<file path="src/rtl/dcache_ctrl.sv">
// Direct-mapped, write-through, no-write-allocate data cache controller for the MEM stage.
// Drives the pipeline-wide hit/advance signal and a registered req/ack port to main memory.
module dcache_ctrl #(
  parameter int LINES = 16,
  parameter int WORDS = 4
) (
  input  logic        clk,
  input  logic        rst_n,
  input  logic        mem_read,
  input  logic        mem_write,
  input  logic [31:0] addr,
  input  logic [31:0] write_data,
  output logic [31:0] read_data,
  output logic        hit,
  output logic        mem_req,
  output logic        mem_we,
  output logic [31:0] mem_addr,
  output logic [31:0] mem_wdata,
  input  logic [31:0] mem_rdata,
  input  logic        mem_ack
);

  localparam int OFF_W = $clog2(WORDS);
  localparam int IDX_W = $clog2(LINES);
  localparam int TAG_W = 30 - OFF_W - IDX_W;

  typedef enum logic [1:0] {
    IDLE,
    REFILL,
    WRITE
  } state_e;

  state_e             state_q, state_d;
  logic [OFF_W-1:0]   cnt_q, cnt_d;
  logic               mem_req_q, mem_req_d;
  logic               mem_we_q, mem_we_d;
  logic [31:0]        mem_addr_q, mem_addr_d;
  logic [31:0]        mem_wdata_q, mem_wdata_d;
  logic [LINES-1:0]   valid_q, valid_d;

  logic [TAG_W-1:0]   tag_mem  [LINES];
  logic [31:0]        data_mem [LINES][WORDS];

  logic [OFF_W-1:0]   offset;
  logic [IDX_W-1:0]   index;
  logic [TAG_W-1:0]   tag;
  logic               lookup_hit;
  logic               ack_live;
  logic               data_we;
  logic               tag_we;
  logic [OFF_W-1:0]   data_off;
  logic [31:0]        data_wval;
  logic               unused_addr_bits;

  assign offset           = addr[OFF_W+1:2];
  assign index            = addr[OFF_W+IDX_W+1:OFF_W+2];
  assign tag              = addr[31:OFF_W+IDX_W+2];
  assign unused_addr_bits = ^addr[1:0];
  assign lookup_hit       = valid_q[index] && (tag_mem[index] == tag);
  // An ack with no outstanding request is a stray pulse and must not move anything.
  assign ack_live         = mem_ack && mem_req_q;

  assign read_data = data_mem[index][offset];
  assign mem_req   = mem_req_q;
  assign mem_we    = mem_we_q;
  assign mem_addr  = mem_addr_q;
  assign mem_wdata = mem_wdata_q;

  // NOTE: sequential state uses non-blocking assignments only; all decisions live in always_comb.
  always_ff @(posedge clk or negedge rst_n) begin
    if (!rst_n) begin
      state_q     <= IDLE;
      cnt_q       <= '0;
      mem_req_q   <= 1'b0;
      mem_we_q    <= 1'b0;
      mem_addr_q  <= '0;
      mem_wdata_q <= '0;
      valid_q     <= '0;
    end else begin
      state_q     <= state_d;
      cnt_q       <= cnt_d;
      mem_req_q   <= mem_req_d;
      mem_we_q    <= mem_we_d;
      mem_addr_q  <= mem_addr_d;
      mem_wdata_q <= mem_wdata_d;
      valid_q     <= valid_d;
    end
  end

  // NOTE: tag and data arrays are deliberately not reset; the valid bits alone gate their use.
  always_ff @(posedge clk) begin
    if (data_we) data_mem[index][data_off] <= data_wval;
    if (tag_we)  tag_mem[index]            <= tag;
  end

  always_comb begin
    // NOTE: every variable gets a default first so no path can infer a latch.
    state_d     = state_q;
    cnt_d       = cnt_q;
    mem_req_d   = mem_req_q;
    mem_we_d    = mem_we_q;
    mem_addr_d  = mem_addr_q;
    mem_wdata_d = mem_wdata_q;
    valid_d     = valid_q;
    data_we     = 1'b0;
    tag_we      = 1'b0;
    data_off    = cnt_q;
    data_wval   = mem_rdata;
    unique case (state_q)
      IDLE: begin
        if (mem_write) begin
          state_d     = WRITE;
          mem_req_d   = 1'b1;
          mem_we_d    = 1'b1;
          mem_addr_d  = {addr[31:2], 2'b00};
          mem_wdata_d = write_data;
        end else if (mem_read && !lookup_hit) begin
          state_d    = REFILL;
          cnt_d      = '0;
          mem_req_d  = 1'b1;
          mem_we_d   = 1'b0;
          mem_addr_d = {tag, index, {OFF_W{1'b0}}, 2'b00};
        end
      end
      REFILL: begin
        if (ack_live) begin
          data_we    = 1'b1;
          cnt_d      = cnt_q + 1'b1;
          mem_addr_d = {tag, index, cnt_d, 2'b00};
          if (cnt_q == OFF_W'(WORDS - 1)) begin
            tag_we         = 1'b1;
            valid_d[index] = 1'b1;
            mem_req_d      = 1'b0;
            state_d        = IDLE;
          end
        end
      end
      WRITE: begin
        if (ack_live) begin
          if (lookup_hit) begin
            data_we   = 1'b1;
            data_off  = offset;
            data_wval = write_data;
          end
          mem_req_d = 1'b0;
          state_d   = IDLE;
        end
      end
      default: state_d = IDLE;
    endcase
  end

  always_comb begin
    hit = 1'b1;
    unique case (state_q)
      IDLE: begin
        if (mem_write)     hit = 1'b0;
        else if (mem_read) hit = lookup_hit;
      end
      REFILL:  hit = 1'b0;
      WRITE:   hit = ack_live;
      default: hit = 1'b1;
    endcase
  end

endmodule

</file>
<file path="config.mk">
export PLATFORM = sky130hd
export DESIGN_NAME = dcache_ctrl
export DESIGN_NICKNAME = d
export VERILOG_FILES = /design/src/rtl/dcache_ctrl.sv
export SDC_FILE = /design/constraint.sdc
export NUM_CORES = 2
export LEC_CHECK = 0
export BUFFER_PORTS_ARGS = -buffer_cell sky130_fd_sc_hd__buf_2
export CAP_MARGIN = 5
export CORE_UTILIZATION = 47
export DETAILED_ROUTE_END_ITERATION = 6
export HOLD_SLACK_MARGIN = 0.05
export RECOVER_POWER = 50
export SYNTH_ARGS = -nofsm -noshare
export SYNTH_HDL_FRONTEND = slang
export SYNTH_SLANG_ARGS = --single-unit
</file>
<file path="constraint.sdc">
create_clock -name clk -period 7.3 [get_ports clk]
set_input_delay 1.46 -clock clk [delete_from_list [all_inputs] [get_ports clk]]
set_output_delay 1.46 -clock clk [all_outputs]
set_load 0.005 [all_outputs]
</file>
# Word-level counts from Yosys, hierarchy flattened

Memory sizes are Yosys's and may differ from the RTL's.
Index checks and enable logic that the tools add are counted.

Magnitude comparators: 5
Add/sub/neg operators: 1
Multiplexer cells: 51
Bitwise gates (word level): 3
Equality and inequality tests: 10
Reductions and logical operators: 17

Operators with widths:

| cell               | number |
|---|---|
| $mux 32            | 9 |
| $mux 128           | 1 |
| $bmux 32 s2        | 1 |
| $demux 32 s2       | 1 |
| $pmux 32 s2        | 1 |
| $eq 24x24->1       | 1 |
| $mux 2             | 11 |
| $mux 1             | 20 |
| $or 16x16->16      | 1 |
| $ne 2x2->1 const B | 5 |
| $reduce_and 4->1   | 2 |
| $ge 3x3->1 const B | 2 |
| $not 2->3          | 2 |
| $pmux 1 s3         | 2 |
| $pmux 2 s3         | 1 |
| $reduce_and 3->1   | 2 |
| $logic_and 1x1->1  | 5 |
| $lt 4x5->1 const B | 1 |
| $reduce_and 5->1   | 1 |
| $bmux 1 s4         | 1 |
| $demux 1 s4        | 1 |
| $eq 2x2->1 const B | 2 |
| $ge 4x1->1 const B | 1 |
| $pmux 2 s2         | 1 |
| 10 further kinds   | 12 |

Memories: 2
Flip-flop bits (word level): 86
Output and inout port bits: 99
RAM bits: 2432

Memories:

| memory   | depth | width | read ports | clocked after Yosys merged registers in | write ports | line | source |
|---|---|---|---|---|---|---|---|
| data_mem | 16    | 128   | 1          | 0                                       | 1           | 42   | `logic [31:0] data_mem [LINES][WORDS];` |
| tag_mem  | 16    | 24    | 1          | 0                                       | 1           | 41   | `logic [TAG_W-1:0] tag_mem [LINES];` |

# Depth between registers and ports, before layout

Depth after elaboration: 12
Gate-level depth with buffers: 15

# Least setup slack after synthesis

No wires, ideal clock.

Kind: input-to-reg
Start: input port addr[4]
End: memory data_mem[10][0] (netlist bit) (enable)
Setup time: 0.421 ns
Data arrival time: 5.821 ns
Stages: 12
Buffers on the path: 4
Required time: 6.879 ns
Slack: 1.057 ns
Path through: buf_2 -> buf_6 -> buf_2 -> mux4_2 -> a31oi_1 -> a21oi_1 -> a2111oi_0 -> o2111ai_1 -> nor3_4 -> mux2_2 -> buf_4 -> nor2_1

Word-level cells in the longest chain between the ends: 12
Elaborated cells between the ends (all ways): 19
Classes of those cells: 2 x order compare; 1 x eq/ne; 12 x mux; 1 x bitwise; 2 x reduce/logical; 1 x memory

RTL lines:

| what                                                                  | line | source |
|---|---|---|
| start, declared                                                       | 11   | `input logic [31:0] addr,` |
| $mem_v2 16x24 / $bmux 1 s4 (equally long branches)                    | --   |  |
| $eq 24x24->1 / $mux 1 (equally long branches)                         | 59   | `assign lookup_hit = valid_q[index] && (tag_mem[index] == tag);` |
| $logic_and 1x1->1                                                     | 59   |  |
| $mux 2                                                                | 140  | `if (lookup_hit) begin` |
| $mux 2                                                                | 139  | `if (ack_live) begin` |
| $mux 2                                                                | 109  | `unique case (state_q)` |
| $not 2->3 (implied by the code)                                       | 92   | `if (data_we) data_mem[index][data_off] <= data_wval;` |
| $ge 3x3->1 (implied by the code) / $lt 3x1->1 (equally long branches) | 92   |  |
| $logic_and 1x1->1 (implied by the code)                               | 92   |  |
| $mux 32 (implied by the code)                                         | 92   |  |
| $demux 32 s2                                                          | 92   |  |
| $mux 128 (implied by the code)                                        | 92   |  |
| end, declared                                                         | 42   |  |

Several ways; a longest one is shown, not always the timed one. The select of a mux whose other input is x is not followed.

# Worst setup path after layout

Start: input port addr[7]
End: memory data_mem[11][107] (netlist bit) (enable)

The elaborated chain is that of the path after synthesis.

==> run summary <==
In the routed design, unresolved DRC markers number 0. In this run, post-CTS repair resized a total of 0 instances. The final reports fail on capacitance limit, slew limit. The number of distinct library cells after synthesis is 67.

The initial antenna violation count came out at 16. The number of buffers inserted for hold repair after clock tree synthesis is 0. The worst path meets setup with 0.609 ns of slack. The worst slack at placement came out at about 0.39 ns. The maximum root-to-sink buffer count came out at 4. The min-delay analysis places its worst path in the category reg -> reg. The endpoint required time on the critical path is between 7 and 8 ns.

Setup repair after global routing left no endpoint under its margin. The via count of the routed design is approximately 44,000. For this run, the top clock speed supported by timing is 0.149 GHz.

TritonCTS built the clock tree. The worst hold margin came out at 0.462 ns. The per-instance average area after synthesis came out at 24.2 um^2. The net total in the final layout is 4,524. The number of global-route vias before repair is 45,829.

The total negative setup slack came out at 0 ns. The critical-path maximum fanout came out at 43. The number of failing hold endpoints at the final stage came out at 0. The die is 456 um wide. The critical path start-end classification is in -> reg. The maximum number of pins on one net before global-route repair came out at 113.

The number of synthesized flops with an enable pin is 2,432. At the pin with the least slew margin, the transition time is ~4.0 ns. TritonCTS created 279 clock buffers. The total global-route track usage came out at 22.9%. The final count of pins violating max slew came out at 693.

STA classifies the critical path endpoint as a register. The critical path data arrival time is 6.99 ns. The ratio of routed vias to standard cells came out at 6.09. CTS saw around 2,500 sinks. The final setup violation count is 0.

The die area came out at around 210,000 um^2. The fraction of registers with async set or reset after synthesis is 3.34%. The count of input and output buffers came out at between 150 and 200. The detailed-placement wirelength estimate came out at 131,000 um. The power density normalized to cell area came out at approximately 280 nW/um^2. The final-layout fill cell count came out at ~15,000. The worst setup path is launched from an input pin. The average wire length per cell after detail routing came out at 32.3 um. The critical path starts at addr[7]. From bottom edge to top edge, the die measures ~460 um.

After clock tree synthesis, the setup repair step added 0 buffers. The number of detailed-route iterations in the first pass is 5. In this run the static leakage power is 0.0349 uW. The run finished, with violations left.

The number of cells produced by synthesis came out at between 4,000 and 5,000. The worst path uses between 90% and 100% of the clock period. Relative to the synthesized area, the layout overhead comes to 14.5%.

The reg2reg setup slack is 1.68 ns. The startpoint of the worst hold path is valid_q[11]$_DFFE_PN0P_. The startpoint identified for the worst register-to-register timing path is tag_mem[9][8]$_DFFE_PP_.

The routed wire length came out at ~240,000 um. The first global-routing pass estimated 337,000 um of wire. Among all flip-flop cells after synthesis, the most frequent one is sky130_fd_sc_hd__edfxtp_1. For this run, the register share of the synthesized area comes to 77.6%.

The clock latency reported for the late side of the worst-skew pair came out at just over 0.9 ns. The cell area after synthesis is roughly 97,000 um^2. The area inside the core boundary is 205,000 um^2. Max-cap violations in this run came to 25. The number of register bits inferred by synthesis came out at 2,516. The count of nets left with antenna violations after detail routing came out at 0. The number of warnings reported in the yosys synthesis log came out at 0. CTS placed an instance of sky130_fd_sc_hd__clkbuf_16 at the clock tree root.

The number of primary I/O pins is 200. The initial utilization of the core area, before any placement, comes to 47.3%. The share of the core filled with cells in the final layout is approximately 54%.

The clock transition at the register clock pins on the worst setup and hold paths after CTS is 0.06 ns. The post-layout minimum cycle time came out at 6.69 ns. Global routing finished with a remaining overflow of 0.

The first routing iteration left 5,001 violations. The number of placement rows is between 150 and 200. The final worst clock skew is between 0.06 and 0.07 ns. The number of levels the H-tree was split into came out at 5. The congestion estimate from routability-driven global placement came to 0.777. IR analysis of the VDD net gives a maximum drop of ~0.28 mV. The share of post-route cells with drive strength above 1 came out at 33.9%. The worst slew slack as a fraction of its limit is -168%.
## layout make-up
cell class                 count  area, um^2  area share, %
antenna                        5        12.5         0.0113
clock buffer                 365        7580           6.84
timing repair buffer         344        2780           2.50
inverter                      16        67.6         0.0609
clock inverter               109         846          0.763
multi-input combinational   1260       21100           19.0
sequential                  2516       75100           67.7
tap                         2688        3360           3.03
## cell usage after synthesis, types with 4 or more instances
cell                       instances  area, um^2
sky130_fd_sc_hd__buf_4            14         105
sky130_fd_sc_hd__nor2_1           92         345
sky130_fd_sc_hd__or2_2            17         106
sky130_fd_sc_hd__mux2i_1          68         681
sky130_fd_sc_hd__nor2b_1           9        56.3
sky130_fd_sc_hd__edfxtp_1       2432       73000
sky130_fd_sc_hd__o22ai_1          10        62.6
sky130_fd_sc_hd__nor3_1            5        25.0
sky130_fd_sc_hd__o21ai_0          14        70.1
sky130_fd_sc_hd__mux4_2          746       16800
sky130_fd_sc_hd__a22o_1           11        96.3
sky130_fd_sc_hd__mux2_2          107        1200
sky130_fd_sc_hd__a21oi_1           6        30.0
sky130_fd_sc_hd__buf_2            68         340
sky130_fd_sc_hd__buf_1            10        37.5
sky130_fd_sc_hd__nand2_1          45         169
sky130_fd_sc_hd__or3_1             4        25.0
sky130_fd_sc_hd__a211oi_1          7        52.6
sky130_fd_sc_hd__and2_1            5        31.3
sky130_fd_sc_hd__buf_6             5        56.3
sky130_fd_sc_hd__o211ai_1          6        45.0
sky130_fd_sc_hd__a31oi_1           4        25.0
sky130_fd_sc_hd__dfrtp_1          84        2100
sky130_fd_sc_hd__xnor2_1          12         105
sky130_fd_sc_hd__inv_1            15        56.3
sky130_fd_sc_hd__ha_1              6        75.1
sky130_fd_sc_hd__nand3_1           6        30.0
sky130_fd_sc_hd__xor2_1           14         123
sky130_fd_sc_hd__nand2b_1          4        25.0
sky130_fd_sc_hd__clkbuf_1        114         428
## layout by cell type, fill, tap and decap left out, drive strengths merged, types with 3 or more instances in the layout
master   count
ha           6
nor2b        9
clkbuf     442
dfrtp       84
nor3         6
o211ai       6
nand2       45
o21ai       16
a211oi       7
and2         5
o22a         3
inv         23
or3          4
a2111oi      3
and3         3
a22oi        3
a221oi       4
mux2       110
mux4       746
a22o        11
a21oi        6
o2111ai      3
a221o        3
o22ai       10
xor2        14
or2         17
buf        267
bufinv      13
nor2        92
mux2i       68
edfxtp    2432
a31oi        4
diode        5
clkinv      87
nand2b       4
o2bb2ai      3
xnor2       12
nand3        6
## power breakdown
group	switching (uW)	total (uW)	internal (uW)
clock network	5440	13200	7740
registers	114	16200	16000
logic	1180	2100	926
## flip-flops by register name, indices dropped and copies added (netlist names)
name       cells
cnt_q          2
data_mem    2048
mem_addr      30
mem_req        1
mem_wdata     32
mem_we         1
state_q        2
tag_mem      384
valid_q       16
## cells by family after synthesis
| logic type | count (synthesis) | share of synthesized area [%] |
|---|---|---|
| simple gates | 202 | 0.962 |
| compound gates | 100 | 0.778 |
| flops | 2516 | 77.6 |
| other cells | 1 | 0.00387 |
| mux | 924 | 19.3 |
| fa+ha+maj | 6 | 0.0775 |
| buf+inv | 227 | 1.06 |
| xor+xnor | 26 | 0.235 |
## routing by layer
metal	share of wire, %	wire length [um]	up-vias	GRT usage [%]
li1	-	-	18077	-
met1	41	97700	24353	32.5
met2	48	112000	1667	35.5
met3	8.5	20000	360	5.73
met4	2.6	6130	4	6.45
met5	0.0097	23	-	0.643
## per-stage QoR
| stage | cell area, um^2 | total power [uW] | std cells |
|---|---|---|---|
| after floorplan | 96900 | 17700 | 4003 |
| after global placement | 103000 | 18600 | 6824 |
| after detailed placement | 103000 | 18600 | 6824 |
| after CTS | 111000 | 31700 | 7298 |
| after global routing | 111000 | 32400 | 7301 |
| final | 111000 | 31400 | 7303 |
## worst paths after layout
kind                                          endpoint  depth (start not counted)
max in group asynchronous      mem_addr[8]$_DFFE_PN0P_                          2
setup / recovery           data_mem[11][107]$_DFFE_PP_                         15
setup reg to reg           data_mem[11][107]$_DFFE_PP_                         13
hold / removal                 valid_q[11]$_DFFE_PN0P_                          1
min in group asynchronous     mem_wdata[0]$_DFFE_PN0P_                          1
hold reg to reg                valid_q[11]$_DFFE_PN0P_                          1
## critical path: stages
cell and delay [ns]:
sky130_fd_sc_hd__buf_4 0.58, sky130_fd_sc_hd__clkbuf_1 0.78, sky130_fd_sc_hd__and2_0 0.52, sky130_fd_sc_hd__o21ai_0 0.18, sky130_fd_sc_hd__o22a_1 0.18, sky130_fd_sc_hd__o31a_1 0.12, sky130_fd_sc_hd__a2111oi_0 0.33, sky130_fd_sc_hd__o2111ai_1 0.24
sky130_fd_sc_hd__buf_4 0.26, sky130_fd_sc_hd__nor3_1 0.55, sky130_fd_sc_hd__mux2i_4 0.36, sky130_fd_sc_hd__buf_12 0.17, sky130_fd_sc_hd__buf_12 0.15, sky130_fd_sc_hd__nor2_1 0.05, sky130_fd_sc_hd__clkbuf_2 0.93
No activity file was read; power rests on OpenSTA's default activity.
